`config.mk`:
```
export PLATFORM = sky130hd
export DESIGN_NAME = ctrl_decode_pipe_flat
export DESIGN_NICKNAME = d
export VERILOG_FILES = /design/src/rtl/ctrl_decode_pipe_if.sv /design/src/rtl/ctrl_decode_pipe.sv /design/src/flat_wrapper.sv
export SDC_FILE = /design/constraint.sdc
export NUM_CORES = 1
export LEC_CHECK = 0
export BUFFER_PORTS_ARGS = -buffer_cell sky130_fd_sc_hd__buf_2
export CORE_MARGIN = 10
export CORE_UTILIZATION = 45
export CTS_CLUSTER_SIZE = 14
export DETAILED_ROUTE_END_ITERATION = 8
export GPL_TIMING_DRIVEN = 0
export MAX_ROUTING_LAYER = met4
export PLACE_DENSITY = 0.74
export SYNTH_ARGS = -nofsm -noshare
export SYNTH_HDL_FRONTEND = slang
export SYNTH_SLANG_ARGS = --single-unit
```
`constraint.sdc`:
```
create_clock -name clk_i -period 1.5 [get_ports clk_i]
set_input_delay 0 -clock clk_i [delete_from_list [all_inputs] [get_ports clk_i]]
set_output_delay 0 -clock clk_i [all_outputs]
set_load 0.01 [all_outputs]
```
`src/rtl/ctrl_decode_pipe_if.sv`:
```
// ID-stage request and pipelined control-word bus between the datapath and ctrl_decode_pipe.
// The slave modport is the control unit; the master modport is the datapath side.
interface ctrl_decode_pipe_if #(
    parameter int unsigned OP_W    = 6,
    parameter int unsigned ALUOP_W = 4,
    parameter int unsigned REG_W   = 5
);
    logic [OP_W-1:0]    instr_op_i;
    logic [REG_W-1:0]   rs_i;
    logic [REG_W-1:0]   rt_i;
    logic               id_valid_i;
    logic               stall_ext_i;
    logic               flush_i;
    logic               illegal_o;
    logic               hazard_stall_o;
    logic [ALUOP_W-1:0] ex_alu_op_o;
    logic               ex_alu_src_o;
    logic               ex_reg_dst_o;
    logic               ex_branch_o;
    logic               ex_jump_o;
    logic               mem_read_o;
    logic               mem_write_o;
    logic               mem_branch_o;
    logic               wb_reg_write_o;
    logic               wb_mem_to_reg_o;

    modport master (
        output instr_op_i, rs_i, rt_i, id_valid_i, stall_ext_i, flush_i,
        input  illegal_o, hazard_stall_o,
        input  ex_alu_op_o, ex_alu_src_o, ex_reg_dst_o, ex_branch_o, ex_jump_o,
        input  mem_read_o, mem_write_o, mem_branch_o,
        input  wb_reg_write_o, wb_mem_to_reg_o
    );

    modport slave (
        input  instr_op_i, rs_i, rt_i, id_valid_i, stall_ext_i, flush_i,
        output illegal_o, hazard_stall_o,
        output ex_alu_op_o, ex_alu_src_o, ex_reg_dst_o, ex_branch_o, ex_jump_o,
        output mem_read_o, mem_write_o, mem_branch_o,
        output wb_reg_write_o, wb_mem_to_reg_o
    );
endinterface

```
`src/rtl/ctrl_decode_pipe.sv`:
```
// Main control unit: decodes the ID opcode and carries the control word through ID/EX,
// EX/MEM and MEM/WB, inserting bubbles for load-use hazards, flushes and idle slots.
module ctrl_decode_pipe #(
    parameter int unsigned OP_W         = 6,
    parameter int unsigned ALUOP_W      = 4,
    parameter int unsigned REG_W        = 5,
    parameter bit          LOAD_USE_EN  = 1'b1,
    parameter bit          ILLEGAL_TRAP = 1'b1
) (
    input logic              clk_i,
    input logic              rst_i,
    ctrl_decode_pipe_if.slave bus
);
    if (ALUOP_W < 4) begin : gParamCheck
        $error("ctrl_decode_pipe: ALUOP_W must be at least 4");
    end

    localparam logic [OP_W-1:0] OP_RTYPE = OP_W'(0);
    localparam logic [OP_W-1:0] OP_BR1   = OP_W'(1);
    localparam logic [OP_W-1:0] OP_J     = OP_W'(2);
    localparam logic [OP_W-1:0] OP_BEQ   = OP_W'(4);
    localparam logic [OP_W-1:0] OP_BNE   = OP_W'(5);
    localparam logic [OP_W-1:0] OP_BR6   = OP_W'(6);
    localparam logic [OP_W-1:0] OP_ADDI  = OP_W'(8);
    localparam logic [OP_W-1:0] OP_SLTI  = OP_W'(10);
    localparam logic [OP_W-1:0] OP_ORI   = OP_W'(13);
    localparam logic [OP_W-1:0] OP_LUI   = OP_W'(15);
    localparam logic [OP_W-1:0] OP_LW    = OP_W'(35);
    localparam logic [OP_W-1:0] OP_SW    = OP_W'(43);

    typedef struct packed {
        logic [ALUOP_W-1:0] aluOp;
        logic               aluSrc;
        logic               regDst;
        logic               regWrite;
        logic               branch;
        logic               jump;
        logic               memRead;
        logic               memWrite;
        logic               memToReg;
    } exWord_t;

    typedef struct packed {
        logic regWrite;
        logic branch;
        logic memRead;
        logic memWrite;
        logic memToReg;
    } memWord_t;

    typedef struct packed {
        logic regWrite;
        logic memToReg;
    } wbWord_t;

    exWord_t           decWord;
    logic              opKnown;
    logic              hazardStall;
    exWord_t           exReg;
    logic [REG_W-1:0]  exRt;
    memWord_t          memReg;
    wbWord_t           wbReg;

    // Opcode decode; unknown opcodes fall through to the all-zero NOP word.
    always_comb begin
        decWord = '0;
        opKnown = 1'b1;
        case (bus.instr_op_i)
            OP_RTYPE: begin decWord.regDst = 1'b1; decWord.regWrite = 1'b1; end
            OP_BR1:   begin decWord.aluOp = ALUOP_W'(10); decWord.branch = 1'b1; end
            OP_J:     begin decWord.aluOp = ALUOP_W'(9);  decWord.jump = 1'b1; end
            OP_BEQ:   begin decWord.aluOp = ALUOP_W'(1);  decWord.branch = 1'b1; end
            OP_BNE:   begin decWord.aluOp = ALUOP_W'(4);  decWord.branch = 1'b1; end
            OP_BR6:   begin decWord.aluOp = ALUOP_W'(11); decWord.branch = 1'b1; end
            OP_ADDI:  begin decWord.aluOp = ALUOP_W'(2); decWord.aluSrc = 1'b1; decWord.regWrite = 1'b1; end
            OP_SLTI:  begin decWord.aluOp = ALUOP_W'(3); decWord.aluSrc = 1'b1; decWord.regWrite = 1'b1; end
            OP_ORI:   begin decWord.aluOp = ALUOP_W'(5); decWord.aluSrc = 1'b1; decWord.regWrite = 1'b1; end
            OP_LUI:   begin decWord.aluOp = ALUOP_W'(6); decWord.aluSrc = 1'b1; decWord.regWrite = 1'b1; end
            OP_LW: begin
                decWord.aluOp    = ALUOP_W'(7);
                decWord.aluSrc   = 1'b1;
                decWord.regWrite = 1'b1;
                decWord.memRead  = 1'b1;
                decWord.memToReg = 1'b1;
            end
            OP_SW: begin
                decWord.aluOp    = ALUOP_W'(8);
                decWord.aluSrc   = 1'b1;
                decWord.memWrite = 1'b1;
            end
            default: opKnown = 1'b0;
        endcase
    end

    // rt is compared for every opcode; a false stall only costs one cycle.
    assign hazardStall = LOAD_USE_EN & bus.id_valid_i & exReg.memRead & (exRt != '0)
                       & ((exRt == bus.rs_i) | (exRt == bus.rt_i));

    assign bus.illegal_o      = ILLEGAL_TRAP & bus.id_valid_i & ~opKnown;
    assign bus.hazard_stall_o = hazardStall;

    always_ff @(posedge clk_i) begin
        if (rst_i) begin
            exReg  <= '0;
            exRt   <= '0;
            memReg <= '0;
            wbReg  <= '0;
        end else if (!bus.stall_ext_i) begin
            memReg <= '{regWrite: exReg.regWrite, branch: exReg.branch, memRead: exReg.memRead,
                        memWrite: exReg.memWrite, memToReg: exReg.memToReg};
            wbReg  <= '{regWrite: memReg.regWrite, memToReg: memReg.memToReg};
            if (hazardStall || bus.flush_i || !bus.id_valid_i) begin
                exReg <= '0;
                exRt  <= '0;
            end else begin
                exReg <= decWord;
                exRt  <= bus.rt_i;
            end
        end
    end

    assign bus.ex_alu_op_o     = exReg.aluOp;
    assign bus.ex_alu_src_o    = exReg.aluSrc;
    assign bus.ex_reg_dst_o    = exReg.regDst;
    assign bus.ex_branch_o     = exReg.branch;
    assign bus.ex_jump_o       = exReg.jump;
    assign bus.mem_read_o      = memReg.memRead;
    assign bus.mem_write_o     = memReg.memWrite;
    assign bus.mem_branch_o    = memReg.branch;
    assign bus.wb_reg_write_o  = wbReg.regWrite;
    assign bus.wb_mem_to_reg_o = wbReg.memToReg;
endmodule

```
`src/flat_wrapper.sv`:
```
// flat-port wrapper written by rule: the top's interface ports become plain ports
module ctrl_decode_pipe_flat 
#(
    parameter int unsigned OP_W         = 6,
    parameter int unsigned ALUOP_W      = 4,
    parameter int unsigned REG_W        = 5,
    parameter bit          LOAD_USE_EN  = 1'b1,
    parameter bit          ILLEGAL_TRAP = 1'b1
)
  (clk_i, rst_i, bus_instr_op_i, bus_rs_i, bus_rt_i, bus_id_valid_i, bus_stall_ext_i, bus_flush_i, bus_illegal_o, bus_hazard_stall_o, bus_ex_alu_op_o, bus_ex_alu_src_o, bus_ex_reg_dst_o, bus_ex_branch_o, bus_ex_jump_o, bus_mem_read_o, bus_mem_write_o, bus_mem_branch_o, bus_wb_reg_write_o, bus_wb_mem_to_reg_o);
  ctrl_decode_pipe_if #(.OP_W(OP_W), .ALUOP_W(ALUOP_W), .REG_W(REG_W)) bus_i ();
  input logic clk_i;
  input logic rst_i;
  input wire logic [$bits(bus_i.instr_op_i)-1:0] bus_instr_op_i;
  input wire logic [$bits(bus_i.rs_i)-1:0] bus_rs_i;
  input wire logic [$bits(bus_i.rt_i)-1:0] bus_rt_i;
  input wire logic [$bits(bus_i.id_valid_i)-1:0] bus_id_valid_i;
  input wire logic [$bits(bus_i.stall_ext_i)-1:0] bus_stall_ext_i;
  input wire logic [$bits(bus_i.flush_i)-1:0] bus_flush_i;
  output wire logic [$bits(bus_i.illegal_o)-1:0] bus_illegal_o;
  output wire logic [$bits(bus_i.hazard_stall_o)-1:0] bus_hazard_stall_o;
  output wire logic [$bits(bus_i.ex_alu_op_o)-1:0] bus_ex_alu_op_o;
  output wire logic [$bits(bus_i.ex_alu_src_o)-1:0] bus_ex_alu_src_o;
  output wire logic [$bits(bus_i.ex_reg_dst_o)-1:0] bus_ex_reg_dst_o;
  output wire logic [$bits(bus_i.ex_branch_o)-1:0] bus_ex_branch_o;
  output wire logic [$bits(bus_i.ex_jump_o)-1:0] bus_ex_jump_o;
  output wire logic [$bits(bus_i.mem_read_o)-1:0] bus_mem_read_o;
  output wire logic [$bits(bus_i.mem_write_o)-1:0] bus_mem_write_o;
  output wire logic [$bits(bus_i.mem_branch_o)-1:0] bus_mem_branch_o;
  output wire logic [$bits(bus_i.wb_reg_write_o)-1:0] bus_wb_reg_write_o;
  output wire logic [$bits(bus_i.wb_mem_to_reg_o)-1:0] bus_wb_mem_to_reg_o;
  assign bus_i.instr_op_i = bus_instr_op_i;
  assign bus_i.rs_i = bus_rs_i;
  assign bus_i.rt_i = bus_rt_i;
  assign bus_i.id_valid_i = bus_id_valid_i;
  assign bus_i.stall_ext_i = bus_stall_ext_i;
  assign bus_i.flush_i = bus_flush_i;
  assign bus_illegal_o = bus_i.illegal_o;
  assign bus_hazard_stall_o = bus_i.hazard_stall_o;
  assign bus_ex_alu_op_o = bus_i.ex_alu_op_o;
  assign bus_ex_alu_src_o = bus_i.ex_alu_src_o;
  assign bus_ex_reg_dst_o = bus_i.ex_reg_dst_o;
  assign bus_ex_branch_o = bus_i.ex_branch_o;
  assign bus_ex_jump_o = bus_i.ex_jump_o;
  assign bus_mem_read_o = bus_i.mem_read_o;
  assign bus_mem_write_o = bus_i.mem_write_o;
  assign bus_mem_branch_o = bus_i.mem_branch_o;
  assign bus_wb_reg_write_o = bus_i.wb_reg_write_o;
  assign bus_wb_mem_to_reg_o = bus_i.wb_mem_to_reg_o;
  ctrl_decode_pipe #(.OP_W(OP_W), .ALUOP_W(ALUOP_W), .REG_W(REG_W), .LOAD_USE_EN(LOAD_USE_EN), .ILLEGAL_TRAP(ILLEGAL_TRAP)) u_core (.clk_i(clk_i), .rst_i(rst_i), .bus(bus_i));
endmodule
```
==> results of run 1 <==
==> Yosys cell counts, types with 2 or more instances <==
| master | count |
|---|---|
| a21oi_1 | 4 |
| buf_4 | 5 |
| clkbuf_1 | 5 |
| dfxtp_1 | 22 |
| inv_1 | 4 |
| mux2i_1 | 8 |
| nand2_1 | 25 |
| nand2b_1 | 3 |
| nand3_1 | 5 |
| nor2_1 | 11 |
| nor2b_1 | 3 |
| nor3_1 | 3 |
| o21ai_0 | 16 |
| o21ai_1 | 2 |
| o31ai_2 | 3 |
| xor2_1 | 10 |
==> worst min-delay path: cells and delay by family <==
| family | cells | cell delay, ns |
|---|---|---|
| AO/OA/AOI/OAI | 1 | 0.05 |
| AND/OR/NAND/NOR | 2 | 0.14 |
| buffers and inverters | 1 | 0.10 |
==> repair_timing <==
item | in CTS | in global routing
hold endpoints to repair | 5 | 0
pin swaps | 9 | 4
buffers inserted | 5 | 0
endpoints found under the setup margin | 13 | 17
hold buffers | 5 | 0
resized for setup | 15 | 3
==> area by class of cell <==
cell class	instances	area [sq um]	share of cell area [%]
timing repair buffer	42	248	15.7
inverter	4	15.0	0.954
sequential	22	444	28.2
buffer	11	60.1	3.82
multi-input combinational	110	717	45.5
clock buffer	3	22.5	1.43
tap	30	37.5	2.38
clock inverter	1	30.0	1.91
==> stage by stage <==
step | area [sq um] | util, %
floorplan | 1190 | -
global placement | 1390 | 55.7
detailed placement | 1390 | 55.7
CTS | 1560 | 62.2
global route | 1570 | 63.0
finish | 1570 | 63.0
==> kinds of logic after synthesis <==
logic type,count (synthesis),share of synthesized area (%)
mux,8,6.71
simple gates,59,24.0
buf+inv,15,6.29
compound gates,32,18.0
xor+xnor,11,8.07
flops,22,36.9
==> power breakdown <==
part,total [mW],internal (mW),switching (mW)
Combinational,0.180,0.0757,0.104
Sequential,0.595,0.589,0.00514
Clock,0.456,0.270,0.186
Total,1.23,0.935,0.296
==> final timing paths <==
check	cells after the start	startpoint	to
setup / recovery	7	u_core.exRt[2]	u_core.bus.ex_reg_dst_o
hold / removal	4	bus_flush_i	u_core.exRt[3]
setup reg to reg	7	u_core.exRt[2]	u_core.bus.ex_reg_dst_o
hold reg to reg	2	u_core.bus.ex_alu_src_o	u_core.bus.ex_alu_src_o
==> per-layer routing <==
| layer | routed length (um) | part of all wire, % |
|---|---|---|
| met1 | 1450 | 44 |
| met2 | 1580 | 48 |
| met3 | 224 | 6.9 |
| met4 | 12 | 0.37 |
| met5 | 0 | 0 |
==> results.ini, run 1 <==
[outcome]
status = finished with violations
failed_checks = setup timing

[yosys]
syn_area_per_cell_sq_um = 8.12
netlist_instances = 147
synthTopCellsByArea = dfxtp_1 37%, nand2_1 7.9%, xor2_1 7.3%
async_flop_share_pct = 0
synth_edf_count = 0
synth_ff_type = dfxtp_1
ys_seq_area_share_pct = 36.9
yosys.area.top_type = dfxtp_1
ys_seq_elements = 22
yosysWarningCount = 0
syn_area_sq_um = 1190
synth_cell_types = 34
syn_nets = 168
synth_top_area_share_pct = 36.9

[timing]
hold_viol = 0
min_period_ns = 1.64
setup_slack_ns = -0.138
rsz0062_at_grt = true
finalSetupTns_ns = -0.795
timing.fmax_mhz = 610
whs_ns = 0.0122
worstMarginPinSlew_ns = 0.530
final-max-slew-violation-count = 0
timing.slew.headroom_pct = 64.4
period_share_pct = 109
fin_worst_skew_ns = 0.00155
setup-violations-final = 15

[floorplanning]
fp.dieW_um = 71.5
die_h_um = 71.5
ios = 36
num_rows = 18
initial_core_util_pct = 47.7
core_sq_um = 2500
fp.dieArea_sq_um = 5110

[detailed_routing]
avgViaCountPerCell = 5.28
routedWlPerCell_um = 14.6
drc = 0
drtIter0Drc = 77
drt-pass1-iter-count = 4
vias = 1178
wirelength_um = 3270
ant_nets = 0

[placement]
portBuffers = 32
dp_cells = 209
dp_hpwl_um = 2260
dp_slack_ns = -0.0936
globalplace.congestion = 0.890

[global_routing]
grt_max_degree = 14
use_met1_pct = 16.0
grt_pass1_wl_um = 5340
grt_pass1_vias = 1165
grt_util_met2_pct = 19.4
use_met3_pct = 2.89
busiest_layer = met2
antenna_found_initial = 0
gr-total-overflow = 0
grt_usage_pct = 12.5

[finish]
regMostFlops = u_core.exRt
fillCellCount = 222
final_net_count = 215
synthToLayoutAreaGrowth_pct = 31.9
layout_common_cells = 32 x buf_2, 25 x nand2_1, 19 x dfxtp_1, 11 x nor2_1
largest_reg_flops = 5
drive_above_1_share_pct = 32.6
layout.cells.non_filler = 223
layout_commonest_cell = buf_2
n_antenna_cell = 0

[worst_setup_path]
slowest_stage = dfxtp_2
critical_path_required_ns = 1.73
cpPeakStageDelay_ns = 0.35
path_class = reg2reg
crit_family = compound AO/OA/AOI/OAI gates
crit_top_cell = buf_4
reg2reg_slack_ns = -0.14
crit_arrival_ns = 1.87
crit_chain = buf_4, xor2_1, nor3_2, a22oi_2, nor2_2, buf_4, o31ai_4
cp-end-kind = flop
cp_num_buf_inv = 2
crit_path_start_kind = flop
path_max_fanout = 7

[power_and_ir_drop]
power.total_mw = 1.23
ir_drop_v = 0.000566
p_leak_nw = 0.709
power.density_nw_per_um2 = 782

[clock_network]
clk_latency_ns = 0.30
clkSinkCount = 22
h-tree-depth = 1
clkTransAtPathRegs_ns = 0.13
cts_tree = done
cts_root_buffer = clkbuf_4
numCtsBuffers = 3
cts_buffer_depth = 2

[hold_path]
holdCritPathClass = in2reg

[flow_run]
drv_cap = 0

Power figures use the tool's default switching activity.
==> run 2: changes to the inputs <==
==> constraint.sdc (replaced) <==
create_clock -name clk_i -period 1.5 [get_ports clk_i]
set_input_delay 0.225 -clock clk_i [delete_from_list [all_inputs] [get_ports clk_i]]
set_output_delay 0.225 -clock clk_i [all_outputs]
set_load 0.01 [all_outputs]
==> run 2 against run 1 <==
Effect of this change:
- the run still ends with setup timing left
- final cell count is 2.2% lower
- maximum frequency down 11%
- hold slack improved by 0.14 ns
- via count fell by 3.8%
- total power down 0.22%
- worst setup slack worse by 0.19 ns
- sequential cell count stayed put
- sequential power barely moved
- critical path depth shrank 3
- clock skew up 0.0019 ns
- clock-buffer cell count unchanged
- global-route usage up 0.12 points
==> results.ini, run 2 (synthesis gave the netlist of run 1 again) <==
[worst_setup_path]
reg2reg_slack_ns = -0.23  ; was -0.14 ns
crit_path_start_kind = flop  ; unchanged
path_class = reg2out  ; was reg2reg
cp-end-kind = output port  ; was flop
path_max_fanout = 2  ; was 7
critical_path_required_ns = 1.27  ; was 1.73 ns
crit_arrival_ns = 1.61  ; was 1.87 ns
crit_chain = or4_4, o211ai_4, nor2_2, buf_2  ; was buf_4, xor2_1, nor3_2, a22oi_2, nor2_2, buf_4, o31ai_4
cpPeakStageDelay_ns = 0.55  ; was 0.35 ns
slowest_stage = or4_4  ; was dfxtp_2

[finish]
synthToLayoutAreaGrowth_pct = 32.2  ; was 31.9%
layout_common_cells = 32 x buf_2, 25 x nand2_1, 18 x dfxtp_1, 11 x nor2_1, 11 x buf_4  ; was 32 x buf_2, 25 x nand2_1, 19 x dfxtp_1, 11 x nor2_1
drive_above_1_share_pct = 38.3  ; was 32.6%
n_antenna_cell = 0  ; unchanged
regMostFlops = u_core.exRt  ; unchanged
final_net_count = 210  ; was 215
layout_commonest_cell = buf_2  ; unchanged
largest_reg_flops = 5  ; unchanged
fillCellCount = 221  ; was 222

[power_and_ir_drop]
p_leak_nw = 0.706  ; was 0.709 nW
power.density_nw_per_um2 = 778  ; was 782 nW/um^2
ir_drop_v = 0.000569  ; was 0.000566 V
power.total_mw = 1.23  ; about the same

[outcome]
status = finished with violations  ; unchanged
failed_checks = setup timing  ; unchanged

[timing]
setup-violations-final = 17  ; was 15
setup_slack_ns = -0.333  ; was -0.138 ns
min_period_ns = 1.83  ; was 1.64 ns
final-max-slew-violation-count = 0  ; unchanged
worstMarginPinSlew_ns = 0.507  ; was 0.530 ns
fin_worst_skew_ns = 0.00345  ; was 0.00155 ns
period_share_pct = 122  ; was 109%
hold_viol = 0  ; unchanged
finalSetupTns_ns = -1.97  ; was -0.795 ns
rsz0062_at_grt = true  ; unchanged
timing.fmax_mhz = 545  ; was 610 MHz
timing.slew.headroom_pct = 65.9  ; was 64.4%

[placement]
dp_hpwl_um = 2260  ; unchanged
globalplace.congestion = 0.890  ; unchanged
portBuffers = 32  ; unchanged

[floorplanning]
fp.dieArea_sq_um = 5110  ; unchanged
ios = 36  ; unchanged
fp.dieW_um = 71.5  ; unchanged
core_sq_um = 2500  ; unchanged
die_h_um = 71.5  ; unchanged
num_rows = 18  ; unchanged
initial_core_util_pct = 47.7  ; unchanged

[clock_network]
cts_tree = done  ; unchanged
clkSinkCount = 22  ; unchanged
h-tree-depth = 1  ; unchanged
cts_hold_buf = 0  ; was 5
clkTransAtPathRegs_ns = 0.12  ; was 0.13 ns
clk_latency_ns = 0.31  ; was 0.30 ns
cts_buffer_depth = 2  ; unchanged
cts_root_buffer = clkbuf_4  ; unchanged
numCtsBuffers = 3  ; unchanged

[detailed_routing]
ant_nets = 0  ; unchanged
routedWlPerCell_um = 14.5  ; was 14.6 um
drtIter0Drc = 58  ; was 77
vias = 1133  ; was 1178
avgViaCountPerCell = 5.20  ; was 5.28
drt-pass1-iter-count = 4  ; unchanged
wirelength_um = 3160  ; was 3270 um
drc = 0  ; unchanged

[global_routing]
grt_pass1_vias = 1147  ; was 1165
grt_pass1_wl_um = 5310  ; was 5340 um
gr-total-overflow = 0  ; unchanged
grt_max_degree = 16  ; was 14
antenna_found_initial = 0  ; unchanged
grt_usage_pct = 12.6  ; was 12.5%

[flow_run]
drv_cap = 0  ; unchanged

[hold_path]
holdCritPathClass = in2reg  ; unchanged

## run 2: cell types whose count changed in the layout (fill, tap and decap cells not counted), sizes merged
cell         previous run  this run
dlygate4sd3             5         0
## run 2: layout make-up
class	instances	area, sq um	share of cell area, %
timing repair buffer	38	205	13.0
buffer	10	61.3	3.89
clock inverter	1	30.0	1.90
sequential	22	445	28.2
tap	30	37.5	2.38
clock buffer	3	22.5	1.43
multi-input combinational	110	761	48.2
inverter	4	15.0	0.952
## run 2: routing by layer
metal	vias to the layer above	share of wire, %	track usage, %	wire length [um]
met3	2	5.1	3.72	161
met4	0	0.38	3.01	12
met2	30	48	19.6	1520
met1	517	46	15.6	1470
met5	-	0	-	0
li1	584	-	-	-
## run 2: timing repair
| action | in CTS | in global routing |
|---|---|---|
| gates resized for setup | 23 | 12 |
| endpoints found under the setup margin | 14 | 18 |
| buffers inserted | 5 | 2 |
| pin swaps | 4 | 7 |
## run 2: final timing paths
check / depth (start not counted) / end / startpoint
min: 3 / u_core.exRt[4] / bus_rt_i[4]
max: 4 / bus_hazard_stall_o / u_core.exRt[2]
min reg2reg: 2 / u_core.bus.ex_alu_src_o / u_core.bus.ex_alu_src_o
max reg2reg: 6 / u_core.exReg[0] / u_core.exRt[2]
## run 2: worst max-delay path, delay by kind of cell, from the launching register on
family | cells | cell delay, ns
flip-flops | 1 | 0.34
buffers and inverters | 1 | 0.14
AND/OR/NAND/NOR | 2 | 0.62
AO/OA/AOI/OAI | 1 | 0.20
## run 2: stage by stage
step	area [sq um]	utilization, %	std cells	hold WS [ns]	worst slack [ns]
2_1_floorplan	1190	-	147	0.362	0.0293
3_3_place_gp	1390	55.7	209	0.441	-0.202
3_5_place_dp	1390	55.7	209	0.443	-0.173
4_1_cts	1520	60.7	217	0.145	-0.321
5_1_grt	1580	63.1	218	0.134	-0.401
6_report	1580	63.1	218	0.148	-0.333
## run 2: power by group
part,total (mW),internal (mW),switching (mW)
logic,0.178,0.0728,0.105
clock network,0.456,0.270,0.186
registers,0.595,0.589,0.00502
==> run 3: changes to the inputs <==
==> constraint.sdc (replaced) <==
create_clock -name clk_i -period 1.5 [get_ports clk_i]
set_input_delay 0.15 -clock clk_i [delete_from_list [all_inputs] [get_ports clk_i]]
set_output_delay 0.15 -clock clk_i [all_outputs]
set_load 0.01 [all_outputs]
==> run 3 against run 2 <==
Effect of this change:
- the flow still finishes with violations (setup timing)
- sequential share of layout area up 0.35 points
- die area unchanged
- critical path depth unchanged
- clock power hardly changed
- final area shrank 1.5%
- clock skew fell by 0.0011 ns
- largest power group unchanged
- highest routed layer unchanged
==> results.ini, run 3 (synthesis gave the netlist of run 1 again) <==
[power_and_ir_drop]
p_switching_mw = 0.291  ; was 0.295 mW
power.density_nw_per_um2 = 786  ; was 778 nW/um^2
combPwrFrac_pct = 14.3  ; was 14.5%
p_int_mw = 0.930  ; was 0.932 mW
p_seq_share_pct = 48.6  ; was 48.4%
sw_frac_of_total_pct = 23.9  ; was 24.1%
ir_drop_v = 0.000565  ; was 0.000569 V
power.total_mw = 1.22  ; was 1.23 mW
p_clk_share_pct = 37.1  ; about the same
p_leak_nw = 0.703  ; was 0.706 nW

[floorplanning]
num_rows = 18  ; unchanged
core_sq_um = 2500  ; unchanged
die_h_um = 71.5  ; unchanged
ios = 36  ; unchanged
fp.dieArea_sq_um = 5110  ; unchanged
initial_core_util_pct = 47.7  ; unchanged
fp.dieW_um = 71.5  ; unchanged

[timing]
rsz0062_at_grt = true  ; unchanged
final-max-slew-violation-count = 0  ; unchanged
setup-violations-final = 17  ; unchanged
timing.fmax_mhz = 574  ; was 545 MHz
hold_viol = 0  ; unchanged
min_period_ns = 1.74  ; was 1.83 ns
worstMarginPinSlew_ns = 0.551  ; was 0.507 ns
setup_slack_ns = -0.242  ; was -0.333 ns
fin_worst_skew_ns = 0.00240  ; was 0.00345 ns
finalSetupTns_ns = -1.64  ; was -1.97 ns
timing.slew.headroom_pct = 63.0  ; was 65.9%
period_share_pct = 116  ; was 122%

[detailed_routing]
drt-pass1-iter-count = 4  ; unchanged
ant_nets = 0  ; unchanged
wirelength_um = 3180  ; was 3160 um
drtIter0Drc = 42  ; was 58
avgViaCountPerCell = 5.16  ; was 5.20
vias = 1125  ; was 1133
routedWlPerCell_um = 14.6  ; was 14.5 um
drc = 0  ; unchanged

[clock_network]
cts_buffer_depth = 2  ; unchanged
h-tree-depth = 1  ; unchanged
numCtsBuffers = 3  ; unchanged
cts_root_buffer = clkbuf_4  ; unchanged
clk_latency_ns = 0.31  ; about the same
cts_tree = done  ; unchanged
cts_hold_buf = 0  ; unchanged
clkTransAtPathRegs_ns = 0.12  ; about the same
clkSinkCount = 22  ; unchanged

[worst_setup_path]
path_class = reg2out  ; unchanged
crit_arrival_ns = 1.59  ; was 1.61 ns
cp-end-kind = output port  ; unchanged
worstReg2RegEnd = u_core.bus.ex_alu_op_o[1]  ; was u_core.exReg[0]
reg2reg_slack_ns = -0.18  ; was -0.23 ns
path_max_fanout = 2  ; unchanged
critical_path_required_ns = 1.35  ; was 1.27 ns
crit_path_start_kind = flop  ; unchanged
r2r-start = u_core.exRt[1]  ; was u_core.exRt[2]
reg2reg_depth = 7  ; was 6

[finish]
layout_common_cells = 32 x buf_2, 25 x nand2_1, 19 x dfxtp_1, 11 x nor2_1, 11 x buf_4  ; was 32 x buf_2, 25 x nand2_1, 18 x dfxtp_1, 11 x nor2_1, 11 x buf_4
layout.cells.non_filler = 218  ; unchanged
n_antenna_cell = 0  ; unchanged
layout_commonest_cell = buf_2  ; unchanged
regMostFlops = u_core.exRt  ; unchanged
largest_reg_flops = 5  ; unchanged
final_net_count = 210  ; unchanged
drive_above_1_share_pct = 38.3  ; unchanged
synthToLayoutAreaGrowth_pct = 30.2  ; was 32.2%
fillCellCount = 221  ; unchanged

[hold_path]
holdCritPathClass = in2reg  ; unchanged
min_from = bus_rt_i[4]  ; unchanged
min_path_cells = 3  ; unchanged
hold_end = u_core.exRt[4]  ; unchanged

[outcome]
failed_checks = setup timing  ; unchanged
status = finished with violations  ; unchanged

[global_routing]
grt_max_degree = 14  ; was 16
grt_pass1_wl_um = 5200  ; was 5310 um
grt_usage_pct = 12.1  ; was 12.6%
grt_pass1_vias = 1134  ; was 1147
gr-total-overflow = 0  ; unchanged
antenna_found_initial = 0  ; unchanged

[placement]
dp_cells = 209  ; unchanged
globalplace.congestion = 0.890  ; unchanged
dp_hpwl_um = 2260  ; unchanged
dp_slack_ns = -0.0936  ; was -0.173 ns
portBuffers = 32  ; unchanged

[flow_run]
drv_cap = 0  ; unchanged

==> run 3: stage by stage <==
step / instance area [sq um] / hold WS, ns / utilization, %
floorplan: 1190 / 0.287 / -
global route: 1550 / 0.0672 / 62.2
global placement: 1390 / 0.414 / 55.7
finish: 1550 / 0.0750 / 62.2
detailed placement: 1390 / 0.423 / 55.7
CTS: 1510 / 0.0698 / 60.3
==> run 3: layout make-up <==
cell class | instances | area, sq um | share of cell area, %
buffer | 10 | 58.8 | 3.78
sequential | 22 | 444 | 28.6
inverter | 4 | 15.0 | 0.966
tap | 30 | 37.5 | 2.42
multi-input combinational | 110 | 741 | 47.7
clock buffer | 3 | 22.5 | 1.45
timing repair buffer | 38 | 205 | 13.2
clock inverter | 1 | 30.0 | 1.93
==> run 3: timing repair <==
item	in CTS	in global routing
endpoints found under the setup margin	14	18
buffers inserted	5	3
gates cloned	0	0
pin swaps	4	9
gates resized for setup	19	11
==> run 3: routing by layer <==
| metal | GRT usage [%] | vias up | share of wire (%) |
|---|---|---|---|
| met2 | 18.9 | 20 | 49 |
| met1 | 15.5 | 517 | 47 |
| li1 | - | 586 | - |
| met4 | 2.58 | 0 | 0.38 |
| met3 | 2.89 | 2 | 3.8 |
| met5 | - | - | 0 |
==> run 3: worst max-delay path, stage by stage (launching register included) <==
cell and delay, ns:
dfxtp_2 0.34, or4_4 0.53, o211ai_2 0.20, nor2_2 0.07, buf_2 0.14
==> run 3: power groups by stage <==
| stage | registers [mW] | logic, mW | clock network (mW) |
|---|---|---|---|
| floorplan | 0.606 | 0.0951 | 0 |
| global placement | 0.607 | 0.150 | 0 |
| detailed placement | 0.607 | 0.152 | 0 |
| CTS | 0.594 | 0.163 | 0.463 |
| global route | 0.595 | 0.193 | 0.492 |
| finish | 0.594 | 0.175 | 0.453 |
==> run 3: worst max path at each step <==
stage                         startpoint            endpoint  slack, ns  cells past startpoint
after global routing      u_core.exRt[2]  bus_hazard_stall_o      -0.32                      4
after floorplan           u_core.exRt[2]     u_core.exReg[1]       0.03                      4
after detailed placement  u_core.exRt[2]     u_core.exReg[1]      -0.09                      4
after CTS                 u_core.exRt[2]  bus_hazard_stall_o      -0.25                      4
after global placement    u_core.exRt[2]     u_core.exReg[1]      -0.06                      4
final                     u_core.exRt[2]  bus_hazard_stall_o      -0.24                      4
